$ cat config.mk
export PLATFORM = sky130hd
export DESIGN_NAME = contador_ctrl_flat
export DESIGN_NICKNAME = d
export VERILOG_FILES = /design/src/rtl/contador_ctrl_if.sv /design/src/rtl/contador_ctrl.sv /design/src/flat_wrapper.sv
export SDC_FILE = /design/constraint.sdc
export NUM_CORES = 1
export LEC_CHECK = 0
export BUFFER_PORTS_ARGS = -buffer_cell sky130_fd_sc_hd__buf_2
export CORE_ASPECT_RATIO = 1.25
export CORE_MARGIN = 3
export CORE_UTILIZATION = 40
export DETAILED_ROUTE_END_ITERATION = 10
export PLACE_DENSITY_LB_ADDON = 0.1
export SKIP_CTS_REPAIR_TIMING = 1
export SYNTH_ARGS = -nofsm -noshare
export SYNTH_HDL_FRONTEND = slang
export SYNTH_SLANG_ARGS = --single-unit
$ cat constraint.sdc
create_clock -name clk -period 3.6 [get_ports clk]
set_input_delay 0.9 -clock clk [delete_from_list [all_inputs] [get_ports clk]]
set_output_delay 0.9 -clock clk [all_outputs]
set_load 0.05 [all_outputs]
$ cat src/rtl/contador_ctrl_if.sv
// Request/feedback bundle between the board push-buttons, the lab counter
// and the contador_ctrl sequencer. The slave side is the controller.
interface contador_ctrl_if #(
    parameter int N     = 8,
    parameter int DIV_W = 24
);
    logic             start_i;
    logic             stop_i;
    logic             clear_i;
    logic             step_i;
    logic [DIV_W-1:0] div_i;
    logic [N-1:0]     limit_i;
    logic [N-1:0]     q_i;
    logic             en_o;
    logic             clr_no;
    logic             running_o;
    logic             done_o;
    logic             wrap_o;

    modport master (
        output start_i, stop_i, clear_i, step_i, div_i, limit_i, q_i,
        input  en_o, clr_no, running_o, done_o, wrap_o
    );

    modport slave (
        input  start_i, stop_i, clear_i, step_i, div_i, limit_i, q_i,
        output en_o, clr_no, running_o, done_o, wrap_o
    );
endinterface

$ cat src/rtl/contador_ctrl.sv
// Sequencing controller for the Laboratorio 2 up-counter. Push-button
// levels are synchronized and edge-detected into single events, which
// drive an IDLE/RUN/PAUSE/DONE machine producing a prescaled counter
// enable, a one-cycle active-low counter clear and stop-at-limit.
// SYNC_STAGES must be at least 2.
module contador_ctrl #(
    parameter int N           = 8,
    parameter int DIV_W       = 24,
    parameter int SYNC_STAGES = 2
) (
    input logic            clk,
    input logic            rst,
    contador_ctrl_if.slave bus
);

    typedef enum logic [1:0] {
        IDLE,
        RUN,
        PAUSE,
        DONE
    } state_t;

    state_t                      state;
    state_t                      state_next;

    // Request bit order everywhere below: {clear, stop, start, step}
    logic [SYNC_STAGES-1:0][3:0] sync_chain;
    logic [3:0]                  req_sync;
    logic [3:0]                  req_prev;
    logic                        clear_evt;
    logic                        stop_evt;
    logic                        start_evt;
    logic                        step_evt;

    logic [DIV_W-1:0]            div_cnt;
    logic                        tick;
    logic                        at_limit;
    logic                        prescale_clear;
    logic                        step_accept;
    logic                        step_pulse;
    logic                        clr_n;
    logic                        wrap_q;
    logic                        en;

    assign req_sync = sync_chain[SYNC_STAGES-1];
    assign {clear_evt, stop_evt, start_evt, step_evt} = req_sync & ~req_prev;

    // A zero limit means free-run, so only a non-zero limit can stop the count
    assign at_limit = (bus.limit_i != '0) && (bus.q_i == bus.limit_i);
    assign tick     = (div_cnt >= bus.div_i);

    // Clock-domain crossing chain plus the previous-value register for edge detection
    always_ff @(posedge clk or negedge rst) begin
        if (!rst) begin
            sync_chain <= '0;
            req_prev   <= '0;
        end else begin
            sync_chain <= {sync_chain[SYNC_STAGES-2:0],
                           {bus.clear_i, bus.stop_i, bus.start_i, bus.step_i}};
            req_prev   <= req_sync;
        end
    end

    // Next-state selection; clear beats everything, and within a state the
    // highest-priority event present swallows the lower ones
    always_comb begin
        state_next     = state;
        prescale_clear = 1'b0;
        step_accept    = 1'b0;
        if (clear_evt) begin
            state_next     = IDLE;
            prescale_clear = 1'b1;
        end else begin
            case (state)
                IDLE, PAUSE: begin
                    if (!stop_evt) begin
                        if (start_evt) begin
                            state_next     = RUN;
                            prescale_clear = 1'b1;
                        end else if (step_evt && !at_limit) begin
                            step_accept = 1'b1;
                        end
                    end
                end
                RUN: begin
                    if (stop_evt) begin
                        state_next = PAUSE;
                    end else if (at_limit) begin
                        state_next = DONE;
                    end
                end
                default: begin
                    state_next = state;
                end
            endcase
        end
    end

    // Prescaler only advances while running and restarts from zero on every entry into RUN
    always_ff @(posedge clk or negedge rst) begin
        if (!rst) begin
            div_cnt <= '0;
        end else if (prescale_clear || (state != RUN) || tick) begin
            div_cnt <= '0;
        end else begin
            div_cnt <= div_cnt + DIV_W'(1);
        end
    end

    // State register and the registered single-cycle pulses
    always_ff @(posedge clk or negedge rst) begin
        if (!rst) begin
            state      <= IDLE;
            step_pulse <= 1'b0;
            clr_n      <= 1'b1;
            wrap_q     <= 1'b0;
        end else begin
            state      <= state_next;
            step_pulse <= step_accept;
            clr_n      <= ~clear_evt;
            wrap_q     <= en && (bus.q_i == '1);
        end
    end

    // The enable stays low while the counter is being cleared
    assign en = clr_n && (((state == RUN) && tick && !at_limit) || step_pulse);

    assign bus.en_o      = en;
    assign bus.clr_no    = clr_n;
    assign bus.running_o = (state == RUN);
    assign bus.done_o    = (state == DONE);
    assign bus.wrap_o    = wrap_q;

endmodule

$ cat src/flat_wrapper.sv
// flat-port wrapper written by rule: the top's interface ports become plain ports
module contador_ctrl_flat 
#(
    parameter int N           = 8,
    parameter int DIV_W       = 24,
    parameter int SYNC_STAGES = 2
)
  (clk, rst, bus_start_i, bus_stop_i, bus_clear_i, bus_step_i, bus_div_i, bus_limit_i, bus_q_i, bus_en_o, bus_clr_no, bus_running_o, bus_done_o, bus_wrap_o);
  contador_ctrl_if #(.N(N), .DIV_W(DIV_W)) bus_i ();
  input logic clk;
  input logic rst;
  input wire logic [$bits(bus_i.start_i)-1:0] bus_start_i;
  input wire logic [$bits(bus_i.stop_i)-1:0] bus_stop_i;
  input wire logic [$bits(bus_i.clear_i)-1:0] bus_clear_i;
  input wire logic [$bits(bus_i.step_i)-1:0] bus_step_i;
  input wire logic [$bits(bus_i.div_i)-1:0] bus_div_i;
  input wire logic [$bits(bus_i.limit_i)-1:0] bus_limit_i;
  input wire logic [$bits(bus_i.q_i)-1:0] bus_q_i;
  output wire logic [$bits(bus_i.en_o)-1:0] bus_en_o;
  output wire logic [$bits(bus_i.clr_no)-1:0] bus_clr_no;
  output wire logic [$bits(bus_i.running_o)-1:0] bus_running_o;
  output wire logic [$bits(bus_i.done_o)-1:0] bus_done_o;
  output wire logic [$bits(bus_i.wrap_o)-1:0] bus_wrap_o;
  assign bus_i.start_i = bus_start_i;
  assign bus_i.stop_i = bus_stop_i;
  assign bus_i.clear_i = bus_clear_i;
  assign bus_i.step_i = bus_step_i;
  assign bus_i.div_i = bus_div_i;
  assign bus_i.limit_i = bus_limit_i;
  assign bus_i.q_i = bus_q_i;
  assign bus_en_o = bus_i.en_o;
  assign bus_clr_no = bus_i.clr_no;
  assign bus_running_o = bus_i.running_o;
  assign bus_done_o = bus_i.done_o;
  assign bus_wrap_o = bus_i.wrap_o;
  contador_ctrl #(.N(N), .DIV_W(DIV_W), .SYNC_STAGES(SYNC_STAGES)) u_core (.clk(clk), .rst(rst), .bus(bus_i));
endmodule
# ---- Word-level counts from Yosys, hierarchy flattened
# Cells that the tools add are included.
# W data, S select, Z words.
dict set report totals {
  reg_bits 41
  output_inout_bits 5
  elab_cells 53
}
dict set report op_classes {
  addsub 1
  magnitude_cmp 1
  eq_ne 9
  mux 16
  bitwise 3
  n_reduce_logical 15
}
# cell n
set op_table {}
lappend op_table {{$add A24 B1 Y24 const B} 1}
lappend op_table {{$ge A24 B24 Y1} 1}
lappend op_table {{$mux W24} 1}
lappend op_table {{$mux W2} 5}
lappend op_table {{$mux W1} 9}
lappend op_table {{$eq A8 B8 Y1} 1}
lappend op_table {{$eq A8 B8 Y1 const B} 1}
lappend op_table {{$reduce_bool A8 Y1} 1}
lappend op_table {{$logic_and A1 B1 Y1} 6}
lappend op_table {{$and A4 B4 Y4} 1}
lappend op_table {{$eq A2 B2 Y1 const B} 2}
lappend op_table {{$ne A4 B1 Y1 const B} 1}
lappend op_table {{$not A4 Y4} 1}
lappend op_table {{$pmux W2 S2} 1}
lappend op_table {{$reduce_and A4 Y1} 1}
lappend op_table {{$logic_or A1 B1 Y1} 3}
lappend op_table {{$ne A3 B1 Y1 const B} 1}
lappend op_table {{$ne A3 B2 Y1 const B} 1}
lappend op_table {{$reduce_bool A3 Y1} 1}
lappend op_table {{$eq A2 B1 Y1 const B} 1}
lappend op_table {{$logic_not A2 Y1} 1}
lappend op_table {{$ne A2 B1 Y1 const B} 1}
lappend op_table {{$reduce_or A2 Y1} 1}
lappend op_table {{$logic_not A1 Y1} 1}
lappend op_table {{$not A1 Y1} 1}

# ---- Logic depth before layout (Yosys ltp)
dict set report depth {
  word_depth 9
  depth_mapped 10
  mapped_depth_nobuf 8
}

# ---- Worst setup path after synthesis
# OpenSTA, ideal clock, no wires.
dict set report synth_timing {
  path_kind {input port to output port}
  from {input port bus_div_i[2]}
  to {output port bus_en_o}
  arrival_ns 2.632
  required_time_ns 2.700
  setup_slack_ns 0.068
  cell_stages 8
  cell_sequence {inv_1 ha_1 a211o_1 a31oi_1 o221ai_1 a311o_1 o2111ai_1 nand2_1}
}
dict set report synth_between {
  elab_chain_cells 5
}
# item line
set synth_rtl {}
lappend synth_rtl {{from (decl)} flat_wrapper.sv:16} ;# input wire logic [$bits(bus_i.div_i)-1:0] bus_div_i;
lappend synth_rtl {{$ge A24 B24 Y1} contador_ctrl.sv:50} ;# assign tick = (div_cnt >= bus.div_i);
lappend synth_rtl {{$logic_and A1 B1 Y1 (2 in a row)} contador_ctrl.sv:126} ;# assign en = clr_n && (((state == RUN) && tick && !at_limit) || step_pulse);
lappend synth_rtl {{$logic_or A1 B1 Y1} contador_ctrl.sv:126}
lappend synth_rtl {{$logic_and A1 B1 Y1} contador_ctrl.sv:126}
lappend synth_rtl {{to (decl)} flat_wrapper.sv:19} ;# output wire logic [$bits(bus_i.en_o)-1:0] bus_en_o;
# Every way passes these cells.

# ---- Final worst setup path
# Same ends and word-level chain as after synthesis.

==> metrics <==
LEAKAGE=1.48 nW; clock buffer depth=2; Critical Path AT=2.60 ns; drt pass-1 iters=4; Area growth syn-to-layout=21.9%; Clock power frac=0.432; residual DRC count=0; Max FO, Critical Path=2; Clock Pin Slew Worst Setup and Hold Paths=0.09 ns; Finish-stage setup viols=0; status=finished, final reports clean; Diodes inserted=0; worst-margin pin slew=0.912 ns; Worst setup SP type=input port; Die Area=6980 um^2; vias in the first global route=1797; largest net degree at the start of global routing=42; Synth Instances=249; max capacitance violation total=0; crit path kind=input port to output pin; slowest stage cell, crit path=a311o_1; Yosys cell types=36; #FFs+latches synth=41; maximum vdd drop=0.253 mV; CTS tree=done; Top delay family on crit path=compound AO/OA/AOI/OAI gates; combinational share of power=0.109; CP max stage delay=0.31 ns; largest cells by area after synthesis=dfrtp_1, ha_1, xor2_1; setup TNS=0 ns; post-synthesis sequential area ratio=0.428; Ys Warns=0; CP Buf/Inv Count=3; PnR Total Power=1.04 mW; ys flop type=dfrtp_1; Post-Place Cells=364; Pint=0.797 mW; first-pass GRT wire length=7.82 mm; Initial Utilization=0.427; Final Non-Filler Cells=372; DIE HEIGHT=92.6 um; top cell type's share of synthesized area=0.417; detailed placement HPWL=3.52 mm; CP endpoint kind=output pin; fmax=286 MHz; Vias/cell=4.99; Hold Path Class=register to register; total I/O pin count=51; H-tree levels=2; synthesized cell area=2400 um^2; synthesized area per cell=9.65 um^2; clk_lat worst skew=0.30 ns; Core ar.=5630 um^2; total grt overflow=0; Post-synth EDFFs=0; Std-Cell Rows=30; Sw Share=0.237; net count after synthesis=320; Critical Path Most Common Cell=buf_6; asr flop ratio synth=1.00; Fillers=552; Yosys top cell by area=dfrtp_1; max-slew violations=0; die width=75.3 um; all-layer global routing usage=0.143; Slew HR=0.392; Tmin final=3.50 ns; crit-path cells=buf_6 -> inv_2 -> ha_4 -> a211o_1 -> a31oi_2 -> o221ai_2 -> a311o_1 -> o2111ai_2 -> nand2_1 -> buf_6; Routed WL=4.67 mm; Worst EP required=2.70 ns; CTS Sinks=41; final net count=378; layout cells sized above 1=0.266; Final Wtd Congestion=0.801; sequential group share of total power=0.459; root buffer cell=clkbuf_8; DR iter-0 viols=49; fin crit share=0.972; Final Skew=0.00761 ns; Psw=0.247 mW; Cell Pwr Density=357 nW/um^2; CTS Buf Count=5; vias=1855; initial antenna violation count=0; antenna violation net count after detailed routing=0; post-DR wirelength/cell=12.6 um; Port Buffers=50; final hold vios=0
-- final timing paths --
kind                                                 from                      endpoint  slack, ns  depth (start not counted)
hold / removal             u_core.sync_chain[1]$_DFF_PN0_  u_core.req_sync[1]$_DFF_PN0_       0.35                          0
min in group asynchronous                             rst   u_core.div_cnt[0]$_DFF_PN0_       0.73                          1
setup / recovery                             bus_div_i[2]                      bus_en_o       0.10                         10
setup reg to reg              u_core.div_cnt[2]$_DFF_PN0_   u_core.div_cnt[5]$_DFF_PN0_       1.09                          8
hold reg to reg            u_core.sync_chain[1]$_DFF_PN0_  u_core.req_sync[1]$_DFF_PN0_       0.35                          0
max in group asynchronous                             rst   u_core.div_cnt[2]$_DFF_PN0_       2.30                          1
-- power by group through the flow --
stage | Combinational [mW] | Clock, mW | Sequential [mW]
floorplan | 0.0643 | 0 | 0.489
global placement | 0.110 | 0 | 0.489
detailed placement | 0.111 | 0 | 0.489
CTS | 0.112 | 0.462 | 0.480
global route | 0.129 | 0.483 | 0.482
finish | 0.114 | 0.451 | 0.479
-- cells in the mapped netlist, drive strengths merged, types with 2 or more instances --
cell    number
and4         4
a211oi       2
xnor2       12
nand2       18
a21o         4
nand3        9
ha          25
nor2b        4
buf          3
o21ai        3
dfrtp       40
nand2b       2
and3         5
nor3         3
a21oi       11
nor2        33
inv         30
nand4        7
xor2        17
nor4         3
-- state kept, by name, summed over array words and instances (netlist names) --
name,count
u_core.state,2
u_core.req_sync,4
u_core.step_pulse,1
u_core.bus.clr_no,1
u_core.bus.wrap_o,1
u_core.req_prev,4
u_core.sync_chain,4
u_core.div_cnt,24
-- layer usage --
layer | wire, um | share of wire | track usage | vias up
met3 | 141 | 0.030 | 0.0293 | 5
met4 | 68 | 0.015 | 0.0481 | 0
met2 | 2400 | 0.51 | 0.232 | 29
met5 | 0 | 0 | 0 | -
met1 | 2060 | 0.44 | 0.188 | 867
li1 | - | - | - | 954
-- area by class of cell --
class                           count  area (um^2)  area share
Timing Repair Buffer               55          300       0.103
Multi-Input combinational cell    174         1270       0.434
Sequential cell                    41         1030       0.351
Clock buffer                        5         68.8      0.0235
Inverter                           30          113      0.0385
Clock inverter                      3         68.8      0.0235
Tap cell                           64         80.1      0.0274
-- cells by family after synthesis --
group / after synthesis / share of synthesized area
adders and majority gates: 25 / 0.130
and+or+nand+nor: 92 / 0.196
DFF: 41 / 0.428
AOI/OAI and AO/OA: 28 / 0.0760
xor gates and xnor gates: 29 / 0.106
buffers and inverters: 34 / 0.0641
-- stage by stage --
stage | util | hold slack (ns) | area, um^2 | setup slack [ns]
global placement | 0.485 | 0.331 | 2730 | -0.149
floorplan | - | 0.331 | 2400 | 0.0682
finish | 0.520 | 0.353 | 2930 | 0.102
global route | 0.520 | 0.365 | 2930 | -0.0131
CTS | 0.509 | 0.356 | 2870 | -0.175
detailed placement | 0.485 | 0.336 | 2730 | -0.171
-- cells in the final DEF, fill, tap and decap left out, drive strengths merged, types with 2 or more instances in the layout --
| cell type | netlist | layout |
|---|---|---|
| nor4 | 3 | 3 |
| xnor2 | 12 | 12 |
| xor2 | 17 | 17 |
| a21o | 4 | 4 |
| dfrtp | 40 | 40 |
| nor3 | 3 | 3 |
| nor2b | 4 | 4 |
| clkbuf | 1 | 5 |
| bufinv | 0 | 2 |
| nand3 | 9 | 9 |
| a211oi | 2 | 2 |
| nand2 | 18 | 18 |
| and4 | 4 | 4 |
| o21ai | 3 | 3 |
| inv | 30 | 31 |
| nand2b | 2 | 2 |
| ha | 25 | 25 |
| and3 | 5 | 5 |
| nor2 | 33 | 33 |
| nand4 | 7 | 7 |
| buf | 3 | 55 |
| a21oi | 11 | 11 |
(Power assumes the default switching activity.)
